===== config.mk =====
export PLATFORM = sky130hd
export DESIGN_NAME = countdown_timer
export DESIGN_NICKNAME = d
export VERILOG_FILES = /design/src/rtl/countdown_timer.sv
export SDC_FILE = /design/constraint.sdc
export NUM_CORES = 1
export LEC_CHECK = 0
export CAP_MARGIN = 10
export CORE_MARGIN = 2
export CORE_UTILIZATION = 40
export CTS_CLUSTER_DIAMETER = 80
export DETAILED_ROUTE_END_ITERATION = 8
export PLACE_DENSITY = 0.72
export SLEW_MARGIN = 40
export SYNTH_ARGS = -nofsm -noshare
export SYNTH_HDL_FRONTEND = slang
export SYNTH_SLANG_ARGS = --single-unit

===== constraint.sdc =====
create_clock -name clk -period 1.8 [get_ports clk]
set_input_delay 0.36 -clock clk [delete_from_list [all_inputs] [get_ports clk]]
set_output_delay 0.36 -clock clk [all_outputs]
set_load 0.05 [all_outputs]

===== src/rtl/countdown_timer.sv =====
// Loadable down-counter with IDLE/RUN/DONE sequencing and a one-cycle done pulse.
// Optional periodic reload when COUNTDOWN_AUTO_RELOAD_EN is defined.
module countdown_timer #(
  parameter int WIDTH = 8
) (
  input  logic             clk,
  input  logic             rst_n,
  input  logic             load_valid,
  output logic             load_ready,
  input  logic [WIDTH-1:0] load_value,
  input  logic             enable,
  input  logic             abort,
  output logic [WIDTH-1:0] count,
  output logic             busy,
  output logic             zero,
  output logic             done
);

  typedef enum logic [1:0] {
    IDLE = 2'd0,
    RUN  = 2'd1,
    DONE = 2'd2
  } state_t;

  state_t           state;
  state_t           state_nxt;
  logic [WIDTH-1:0] count_nxt;

`ifdef COUNTDOWN_AUTO_RELOAD_EN
  logic [WIDTH-1:0] reload;
  logic [WIDTH-1:0] reload_nxt;
`endif

  assign load_ready = (state == IDLE);
  assign busy       = (state == RUN) || (state == DONE);
  assign done       = (state == DONE);
  assign zero       = (count == '0);

  always_comb begin
    state_nxt = state;
    count_nxt = count;
`ifdef COUNTDOWN_AUTO_RELOAD_EN
    reload_nxt = reload;
`endif
    unique case (state)
      IDLE: begin
        if (load_valid) begin
          count_nxt = load_value;
          state_nxt = (load_value != '0) ? RUN : DONE;
`ifdef COUNTDOWN_AUTO_RELOAD_EN
          if (load_value != '0)
            reload_nxt = load_value;
`endif
        end
      end
      RUN: begin
        if (abort) begin
          state_nxt = IDLE;
          count_nxt = '0;
        end else if (enable) begin
          // count is never 0 in RUN; the guard keeps wrap unreachable
          if (count <= WIDTH'(1)) begin
            state_nxt = DONE;
            count_nxt = '0;
          end else begin
            count_nxt = count - WIDTH'(1);
          end
        end
      end
      DONE: begin
        if (abort) begin
          state_nxt = IDLE;
          count_nxt = '0;
        end else begin
`ifdef COUNTDOWN_AUTO_RELOAD_EN
          if (reload != '0) begin
            state_nxt = RUN;
            count_nxt = reload;
          end else begin
            state_nxt = IDLE;
            count_nxt = '0;
          end
`else
          state_nxt = IDLE;
          count_nxt = '0;
`endif
        end
      end
      default: begin
        state_nxt = IDLE;
        count_nxt = '0;
      end
    endcase
  end

  always_ff @(posedge clk or negedge rst_n) begin
    if (!rst_n) begin
      state <= IDLE;
      count <= '0;
    end else begin
      state <= state_nxt;
      count <= count_nxt;
    end
  end

`ifdef COUNTDOWN_AUTO_RELOAD_EN
  always_ff @(posedge clk or negedge rst_n) begin
    if (!rst_n)
      reload <= '0;
    else
      reload <= reload_nxt;
  end
`endif

endmodule


# After elaboration in Yosys (flattened, before gate mapping)
# Index checks and enable logic that the tools add are counted.
[totals]
word_cells = 26
regBits = 10
out_inout_bits = 12
memories = 0
in_bits = 13
latchBits = 0
mem_bits_ro = 0
mem_bits_rw = 0
[op_classes]
add_sub_neg = 1
n_shift = 0
n_mul = 0
n_mux = 11
div_mod_pow = 0
bitwise_logic = 0
eq_ne = 5
magnitude_cmp = 1
n_reduce_logical = 6
[op_table]
columns = ["operator", "count"]
rows = [
  ["8-bit 2-to-1 mux", 4],
  ["8-bit case mux with 2 select lines", 1],
  ["2-bit 2-to-1 mux", 5],
  ["8-bit by 1-bit <= comparator with 1-bit output (second input constant)", 1],
  ["8-bit zero test", 1],
  ["8-bit nonzero test", 1],
  ["8-bit by 1-bit subtractor with 8-bit output (second input constant)", 1],
  ["2-bit case mux with 2 select lines", 1],
  ["3-bit by 2-bit != test with 1-bit output (second input constant)", 1],
  ["3-bit != test (second input constant)", 1],
  ["3-bit AND reduction", 1],
  ["2-bit by 1-bit equality test with 1-bit output (second input constant)", 1],
  ["2-bit equality test (second input constant)", 1],
  ["2-bit zero test", 1],
  ["2-bit != test (second input constant)", 1],
  ["2-bit AND reduction", 1],
  ["1-bit logical OR", 1],
]

# Longest topological paths before layout
# Gate-level depths: netlist of run 1.
[depth]
ltp_word = 5
ltp_mapped = 7
mapped_depth_nobuf = 6

# Worst setup path before layout of run 1
# OpenSTA, ideal clock, no wires.
[synth_timing]
kind = "register to output"
startpoint = "register count[1]"
endpoint = "output zero"
slack_ps = -313
t_arrival_ps = 1753
n_path_buf = 0
path_stages_with_launch = 5
path_cell_list = "dfrtp_1 -> inv_1 -> ha_1 -> nor3b_1 -> and3_1"
[synth_via]
elab_chain_cells = 1
[synth_lines]
columns = ["item", "line_no", "text"]
rows = [
  ["from (decl)", "13", "output logic [WIDTH-1:0] count,"],
  ["from (signal assigned)", "102", "count <= count_nxt;"],
  ["8-bit zero test", "37", "assign zero = (count == '0);"],
  ["to (decl)", "15", "output logic zero,"],
]
# Every way passes these cells.

# Worst setup path after layout of run 1
# Ends and elaborated chain as after synthesis.

==> results of run 1 <==
power breakdown:
| part | leakage (nW) | internal (mW) | total, mW | switching, mW |
|---|---|---|---|---|
| registers | 0.126 | 0.324 | 0.425 | 0.101 |
| logic | 0.383 | 0.868 | 1.98 | 1.11 |
| clock network | 0.0210 | 0.123 | 0.201 | 0.0782 |
| total | 0.529 | 1.31 | 2.61 | 1.29 |
critical path, cell delays in order (launching register included):
cell and delay, ns:
sky130_fd_sc_hd__dfrtp_2 0.40, sky130_fd_sc_hd__inv_2 0.08, sky130_fd_sc_hd__ha_4 0.13, sky130_fd_sc_hd__nor3b_4 0.19, sky130_fd_sc_hd__and3_4 0.22, sky130_fd_sc_hd__buf_12 0.13
worst paths after layout:
kind / startpoint / endpoint / slack (ns) / cells past startpoint
hold / removal: rst_n / count[5]$_DFFE_PN0P_ / 0.42 / 1
min in group clk: count[7]$_DFFE_PN0P_ / count[7]$_DFFE_PN0P_ / 0.55 / 2
setup / recovery: count[1]$_DFFE_PN0P_ / zero / 0.02 / 5
hold reg to reg: count[7]$_DFFE_PN0P_ / count[7]$_DFFE_PN0P_ / 0.55 / 2
max in group asynchronous: rst_n / count[1]$_DFFE_PN0P_ / 1.02 / 1
setup reg to reg: count[0]$_DFFE_PN0P_ / count[7]$_DFFE_PN0P_ / 0.04 / 6
state kept, by name, summed over array words and instances (netlist names):
register  flops
count         8
state         2
layout make-up:
| class | instances | area [um2] |
|---|---|---|
| clock buffer | 4 | 36.28 |
| sequential | 10 | 252.7 |
| inverter | 6 | 22.52 |
| fill | 142 | 503.0 |
| tap | 25 | 31.28 |
| timing repair buffer | 42 | 395.4 |
| multi-input combinational | 60 | 504.2 |
stage by stage:
| step | instance area (um2) | setup TNS (ns) | setup slack [ns] |
|---|---|---|---|
| final | 1242 | 0 | 0.02171 |
| after global routing | 1242 | -0.06654 | -0.03980 |
| after CTS | 1242 | 0 | 0.004056 |
| after detailed placement | 1145 | -0.07845 | -0.04072 |
| after global placement | 1145 | -0.01347 | -0.01215 |
| after floorplan | 755.7 | -0.06545 | -0.06545 |
what timing repair did:
item / in CTS / in global routing
buffers inserted: 5 / 0
pin swaps: 2 / 5
resized for setup: 6 / 1
endpoints found under the setup margin: 1 / 5
per-layer routing:
layer,GRT usage (%),vias up,share of wire (%)
met1,24.88,380,42
met5,0,-,0
met2,38.92,27,51
li1,-,384,-
met3,6.538,8,4.2
met4,7.778,0,2.5
cells in the final DEF (no fill, tap or decap), types with 2 or more instances in the layout:
cell type                          n
sky130_fd_sc_hd__xnor2_1           3
sky130_fd_sc_hd__o211ai_1          3
sky130_fd_sc_hd__o211ai_2          2
sky130_fd_sc_hd__o2111ai_1         2
sky130_fd_sc_hd__or4_1             2
sky130_fd_sc_hd__buf_12            4
sky130_fd_sc_hd__ha_1              4
sky130_fd_sc_hd__nor2_1            6
sky130_fd_sc_hd__nand2b_1          2
sky130_fd_sc_hd__nand3_1           5
sky130_fd_sc_hd__clkbuf_4          3
sky130_fd_sc_hd__o22ai_1           2
sky130_fd_sc_hd__nand2_1           7
sky130_fd_sc_hd__dfrtp_1           8
sky130_fd_sc_hd__inv_1             4
sky130_fd_sc_hd__a21oi_1           2
sky130_fd_sc_hd__dfrtp_2           2
sky130_fd_sc_hd__clkdlybuf4s50_1  12
sky130_fd_sc_hd__inv_2             2
sky130_fd_sc_hd__buf_4            26
cells by family (layout without fill, tap and decap cells):
family / count (synthesis) / in the layout / synth area share (%)
compound gates: 21 / 21 / 24.75
xor+xnor: 3 / 3 / 3.512
fa+ha+maj: 5 / 5 / 8.361
buf+inv: 8 / 52 / 4.014
flops: 10 / 10 / 33.44
mux: 1 / 1 / 1.338
simple gates: 30 / 30 / 24.58
==> run summary, run 1 <==
The number of antenna violations at the first check in global routing came to 0. The instance count of the mapped netlist came out at 78. The setup violation total in the final timing report is 0.

After clock tree synthesis, the clock-pin slew on the worst setup and hold paths is 0.07 ns. The die footprint is 2233 um2. For this run, design rule violations remaining after detail routing come to 0.

The arrival time of the worst setup path is 1.42 ns. The most used standard cell by instance count after synthesis is sky130_fd_sc_hd__dfrtp_1. From bottom edge to top edge, the die measures 47.25 um. The share of the yosys chip area belonging to registers came out at 33.44%. STA classifies the critical path startpoint as a flop. The flow ran to the end, and the final reports show no timing, DRC or antenna violations.

The power density normalized to cell area came out at 2099 nW/um2. Across the VDD grid, the largest voltage drop is 1.250 mV. The iteration-0 DRC count of the detailed router is 14. The type of the most critical hold path is in2async. For this run, the leading register cell type out of synthesis is sky130_fd_sc_hd__dfrtp_1.

The count of flip-flops with a built-in enable after synthesis came out at 0. The sum of net half-perimeters after detailed placement is 1.687 mm. The core region is 1745 um2. The total chip power is 2.608 mW. The overall via count from detail_route is 799. The summed instance area of the synthesized netlist came out at 748.2 um2. The transition time at the pin with the least slew margin is 0.4829 ns. The global route total overflow came out at 0. The number of slew-limit violations in the final report was 0. After the last flow step, the layout net total stands at 141. The number of sinks on the clock net is 10. The share of the clock period used by the worst path is 98.79%. The total leakage power came out at 0.5294 nW.

The clock tree buffer depth is 2. During synthesis, Yosys emitted a total of 0 warnings. The antenna cell count is 0.

In this run the worst path has a maximum fanout of 2. The area added between synthesis and finish is 66.05%. The number of standard-cell rows in the floorplan is 15.

The final wirelength came out at 2.158 mm. The horizontal die dimension came out at 47.25 um. The average wire per cell in the routed design is 14.68 um. The per-cell via count in the routed design is 5.435. For this run, the detailed router's first-pass iteration total came to 4.

The wire length of the first global-routing pass is 3.415 mm. The count of maximum capacitance violations is 0. The synthesized design contains 10 register bits. The number of antenna-violating nets in the routed design came out at 0.

The number of H-tree branching levels is 1. The worst-case headroom to the max-slew limit came out at 67.70%. The fraction of post-synthesis cell area in the top cell type by area came out at 33.44%. The insertion delay to the later sink of the worst-skew pair came out at 0.27 ns. The tree is rooted in a sky130_fd_sc_hd__clkbuf_4. At the end of the flow the core is filled with cells to 71.18%. By area the synthesized netlist is led by sky130_fd_sc_hd__dfrtp_1 33%, sky130_fd_sc_hd__ha_1 8.4%, sky130_fd_sc_hd__a41oi_4 3.7%, sky130_fd_sc_hd__nand2_1 3.5%, sky130_fd_sc_hd__xnor2_1 3.5%. The kind of end point of the critical path is an output pin. The final clock skew came out at 0.005592 ns. The ratio of cells with drive above 1 in the final layout is 40.16%. Setup repair after global routing could not meet its margin everywhere. The count of input and output buffers is 24. The via count of the first global-routing pass is 806. The fmax is 562.3 MHz. The number of placed instances, taps included came out at 139. The biggest area consumer among synthesized cells is sky130_fd_sc_hd__dfrtp_1. Final hold analysis gives a worst-case slack of 0.4167 ns. The routability congestion estimate is 0.8302. The final-report hold violation count is 0. The worst setup path is of the reg2out kind. The data required time of the critical path came out at 1.44 ns. The mean cell area of the mapped netlist came out at 9.593 um2. In the global route stage, overall resource usage came out at 22.03%. Entering global routing, the biggest net connects 12 pins. The proportion of synthesized flip-flops having asynchronous set or reset came out at 100.0%. The number of standard cells in the final layout excluding fillers came out at 147. Ranked by instance count, the synthesized netlist is headed by 10 x sky130_fd_sc_hd__dfrtp_1, 7 x sky130_fd_sc_hd__nand2_1, 6 x sky130_fd_sc_hd__inv_1, 6 x sky130_fd_sc_hd__nor2_1. The initial cell density of the core is 42.87%. Clock tree synthesis inserted a total of 3 buffers.

Counting distinct cell types in the post-synthesis netlist gives 32. The time the worst path needs with I/O delays and setup is 1.778 ns. The number of ports placed on the die boundary is 25. In this run, post-CTS hold repair placed 0 buffers. The net count after synthesis is 96. The CTS tree is done.
Power figures use the tool's default switching activity.
==> run 2: changes to the inputs <==
- SETUP_SLACK_MARGIN: default -> 0.2
==> run 2 against run 1 <==
- sequential cell count stayed put
- highest routed layer unchanged
- clock power is 11% lower
- maximum frequency is 0.80% lower
- non-clock buffer count is 4 higher
- total power is 11% higher
- register-to-register slack better by 0.03 ns
- critical path depth stayed put
- via count is 5.6% higher
- first-iteration DRC count is 29% higher
- routed wire length is 18% higher
- global-route usage is 2.0 points higher
==> run summary, run 2 (synthesized netlist as in run 1, its figures left out) <==
The flow ran to the end, and the final reports show no timing, DRC or antenna violations. The flip-flop count of the largest register, all copies and words added came out at 8 (unchanged). Setup repair after global routing could not meet its margin everywhere. The number of ports placed on the die boundary is 25 (unchanged). The area of the placeable core is 1745 um2 (unchanged).

The clock tree root buffer cell is sky130_fd_sc_hd__clkbuf_4. The signal on the critical path passes through inv_2, ha_4, nor3b_4, and3_4, buf_12. The area added between synthesis and finish came out at 82.44%. The vertical die dimension was 47.25 um (unchanged). The worst hold path belongs to the class in2async. The number of standard-cell rows in the floorplan is 15 (unchanged). The top fanout value on the critical path is 2 (unchanged). Ranked by flip-flop count, first place goes to count. In the layout the commonest cells are 26 x sky130_fd_sc_hd__buf_4, 12 x sky130_fd_sc_hd__clkdlybuf4s50_1, 7 x sky130_fd_sc_hd__nand2_1. The number of slew-limit violations in the final report is 0 (unchanged).

The final-report hold violation count came out at 0 (unchanged). The data required time of the critical path is 1.44 ns (about the same). The iteration-0 DRC count of the detailed router came out at 18 (+4). The transition time at the pin with the least slew margin came out at 0.4898 ns (+0.006879 ns). The worst-case register-to-register setup slack came out at 0.07 ns (+0.03 ns). The count of maximum capacitance violations came out at 0 (unchanged). The largest net degree at the start of global routing came to 11 (-1).

The global route total overflow came out at 0 (unchanged). The number of buffers created by CTS is 3 (unchanged). The sum of net half-perimeters after detailed placement is 1.624 mm (-3.7%). The routability congestion estimate came to 0.8085 (-2.6%).

The ratio of cells with drive above 1 in the final layout was 51.59% (+11 points). The horizontal die dimension is 47.25 um (unchanged). The total number of nets in the final design is 145 (+2.8%). The arrival time of the worst setup path came out at 1.43 ns (about the same). The number of detailed-routing iterations run before antenna repair is 4 (unchanged).

STA classifies the critical path startpoint as a flop. The initial cell density of the core is 42.87% (unchanged). The share of the clock period used by the worst path is 99.59% (+0.80 points).

The overall via count from detail_route came out at 844 (+5.6%). The via count of the first global-routing pass was 802 (-0.50%). The largest registers in the layout are count (8), state (2). The largest voltage drop on the vdd net came out at 1.312 mV (+4.9%).

The highest-delay cell along the critical path is sky130_fd_sc_hd__dfrtp_2. The final wirelength came out at 2.544 mm (+18%). The fmax is 557.8 MHz (-0.80%).

The number of sinks on the clock net came to 10 (unchanged). The time the worst path needs with I/O delays and setup came out at 1.793 ns (+0.01435 ns). The number of placed instances, taps included was 137 (-1.4%). The category of the most critical setup path is reg2out. The biggest cell delay along the critical path is 0.43 ns (+0.03 ns). The average wire per cell in the routed design is 16.85 um (+15%).

The final clock skew came to 0.005584 ns (-0.000008110 ns). The total buffers and inverters traversed by the critical path is 2 (unchanged). The insertion delay to the later sink of the worst-skew pair is 0.28 ns (about the same). STA classifies the critical path endpoint as an output pin. The total leakage power is 0.5596 nW (+5.7%).

The number of antenna-violating nets in the routed design came to 0 (unchanged). The number of standard cells in the final layout excluding fillers is 151 (+2.7%). The clock input transition at the sequential cells of the worst setup and hold paths is 0.08 ns (about the same). The aggregate negative setup slack is 0 ns (unchanged).

The count of input and output buffers is 24 (unchanged). The clock tree buffer depth came to 2 (unchanged). The cell family contributing the most delay on the critical path is flip-flops. The setup violation total in the final timing report is 0 (unchanged). The wire length of the first global-routing pass came out at 3.581 mm (+4.9%). TritonCTS built the clock tree. The die footprint was 2233 um2 (unchanged). The power density normalized to cell area came out at 2118 nW/um2 (+0.90%). The worst-case headroom to the max-slew limit is 67.24% (-0.46 points). The residual DRC count is 0 (unchanged). The number of H-tree branching levels is 1 (unchanged). The library cell used most frequently in the layout, excluding fill and tap cells, is sky130_fd_sc_hd__buf_4. The number of antenna violations at the first check in global routing is 0 (unchanged). The antenna cell count is 0 (unchanged). The total chip power is 2.891 mW (+11%). The per-cell via count in the routed design was 5.589 (+2.8%). The total routing usage reported by global routing came out at 23.99% (+2.0 points).
-- run 2: worst paths after layout --
kind | from | cells past startpoint | end
setup / recovery | count[0]$_DFFE_PN0P_ | 5 | zero
hold / removal | rst_n | 1 | state[0]$_DFFE_PN0P_
setup reg to reg | count[0]$_DFFE_PN0P_ | 6 | count[4]$_DFFE_PN0P_
hold reg to reg | count[7]$_DFFE_PN0P_ | 2 | count[7]$_DFFE_PN0P_
max in group asynchronous | rst_n | 1 | count[2]$_DFFE_PN0P_
min in group clk | count[7]$_DFFE_PN0P_ | 2 | count[7]$_DFFE_PN0P_
-- run 2: report_power, final --
group | switching, mW | total, mW | internal, mW
sequential | 0.114 | 0.442 | 0.327
clock | 0.0933 | 0.179 | 0.0860
combinational | 1.23 | 2.27 | 1.04
-- run 2: final cells by class --
| class | instances | area, um2 |
|---|---|---|
| Fill cell | 114 | 380.4 |
| Tap cell | 25 | 31.28 |
| Clock buffer | 4 | 26.28 |
| Multi-Input combinational cell | 60 | 589.3 |
| Timing Repair Buffer | 46 | 440.4 |
| Sequential cell | 10 | 255.2 |
| Inverter | 6 | 22.52 |
-- run 2: metal layers --
layer  up-vias  wire length (um)  global-route usage (%)
li1        394                 -                       -
met1       413              1005                   29.72
met2        30              1357                   38.38
met3         7               117                   5.000
met4         0                64                   13.33
met5         -                 0                       0
-- run 2: per-stage QoR --
stage / area, um2 / hold WS [ns] / setup slack (ns) / util, %
6_report: 1365 / 0.4078 / 0.007364 / 78.21
4_1_cts: 1279 / 0.4249 / 0.02791 / 73.26
3_5_place_dp: 1155 / 0.5571 / -0.02493 / 66.16
5_1_grt: 1365 / 0.4290 / -0.04105 / 78.21
2_1_floorplan: 780.7 / 0.06441 / 0.09768 / -
3_3_place_gp: 1155 / 0.5413 / -0.04060 / 66.16
-- run 2: what timing repair did --
item,CTS,global route
buffers inserted,8,2
pin swaps,3,5
hold buffers,0,0
gates resized for setup,7,13
setup endpoints to repair,6,13
-- run 2: worst register-to-register path, stage by stage, from the launching register on --
cell and delay, ns:
sky130_fd_sc_hd__dfrtp_2 0.43, sky130_fd_sc_hd__buf_6 0.13, sky130_fd_sc_hd__ha_2 0.17, sky130_fd_sc_hd__or2_4 0.25, sky130_fd_sc_hd__a41oi_4 0.20, sky130_fd_sc_hd__nand3_4 0.18
sky130_fd_sc_hd__o311ai_2 0.26
==> run 3: changes to the inputs <==
- HOLD_SLACK_MARGIN: default -> 0.05
==> results of run 3 <==
Same layout as run 2: the final DEF is identical, and so are final timing and power.
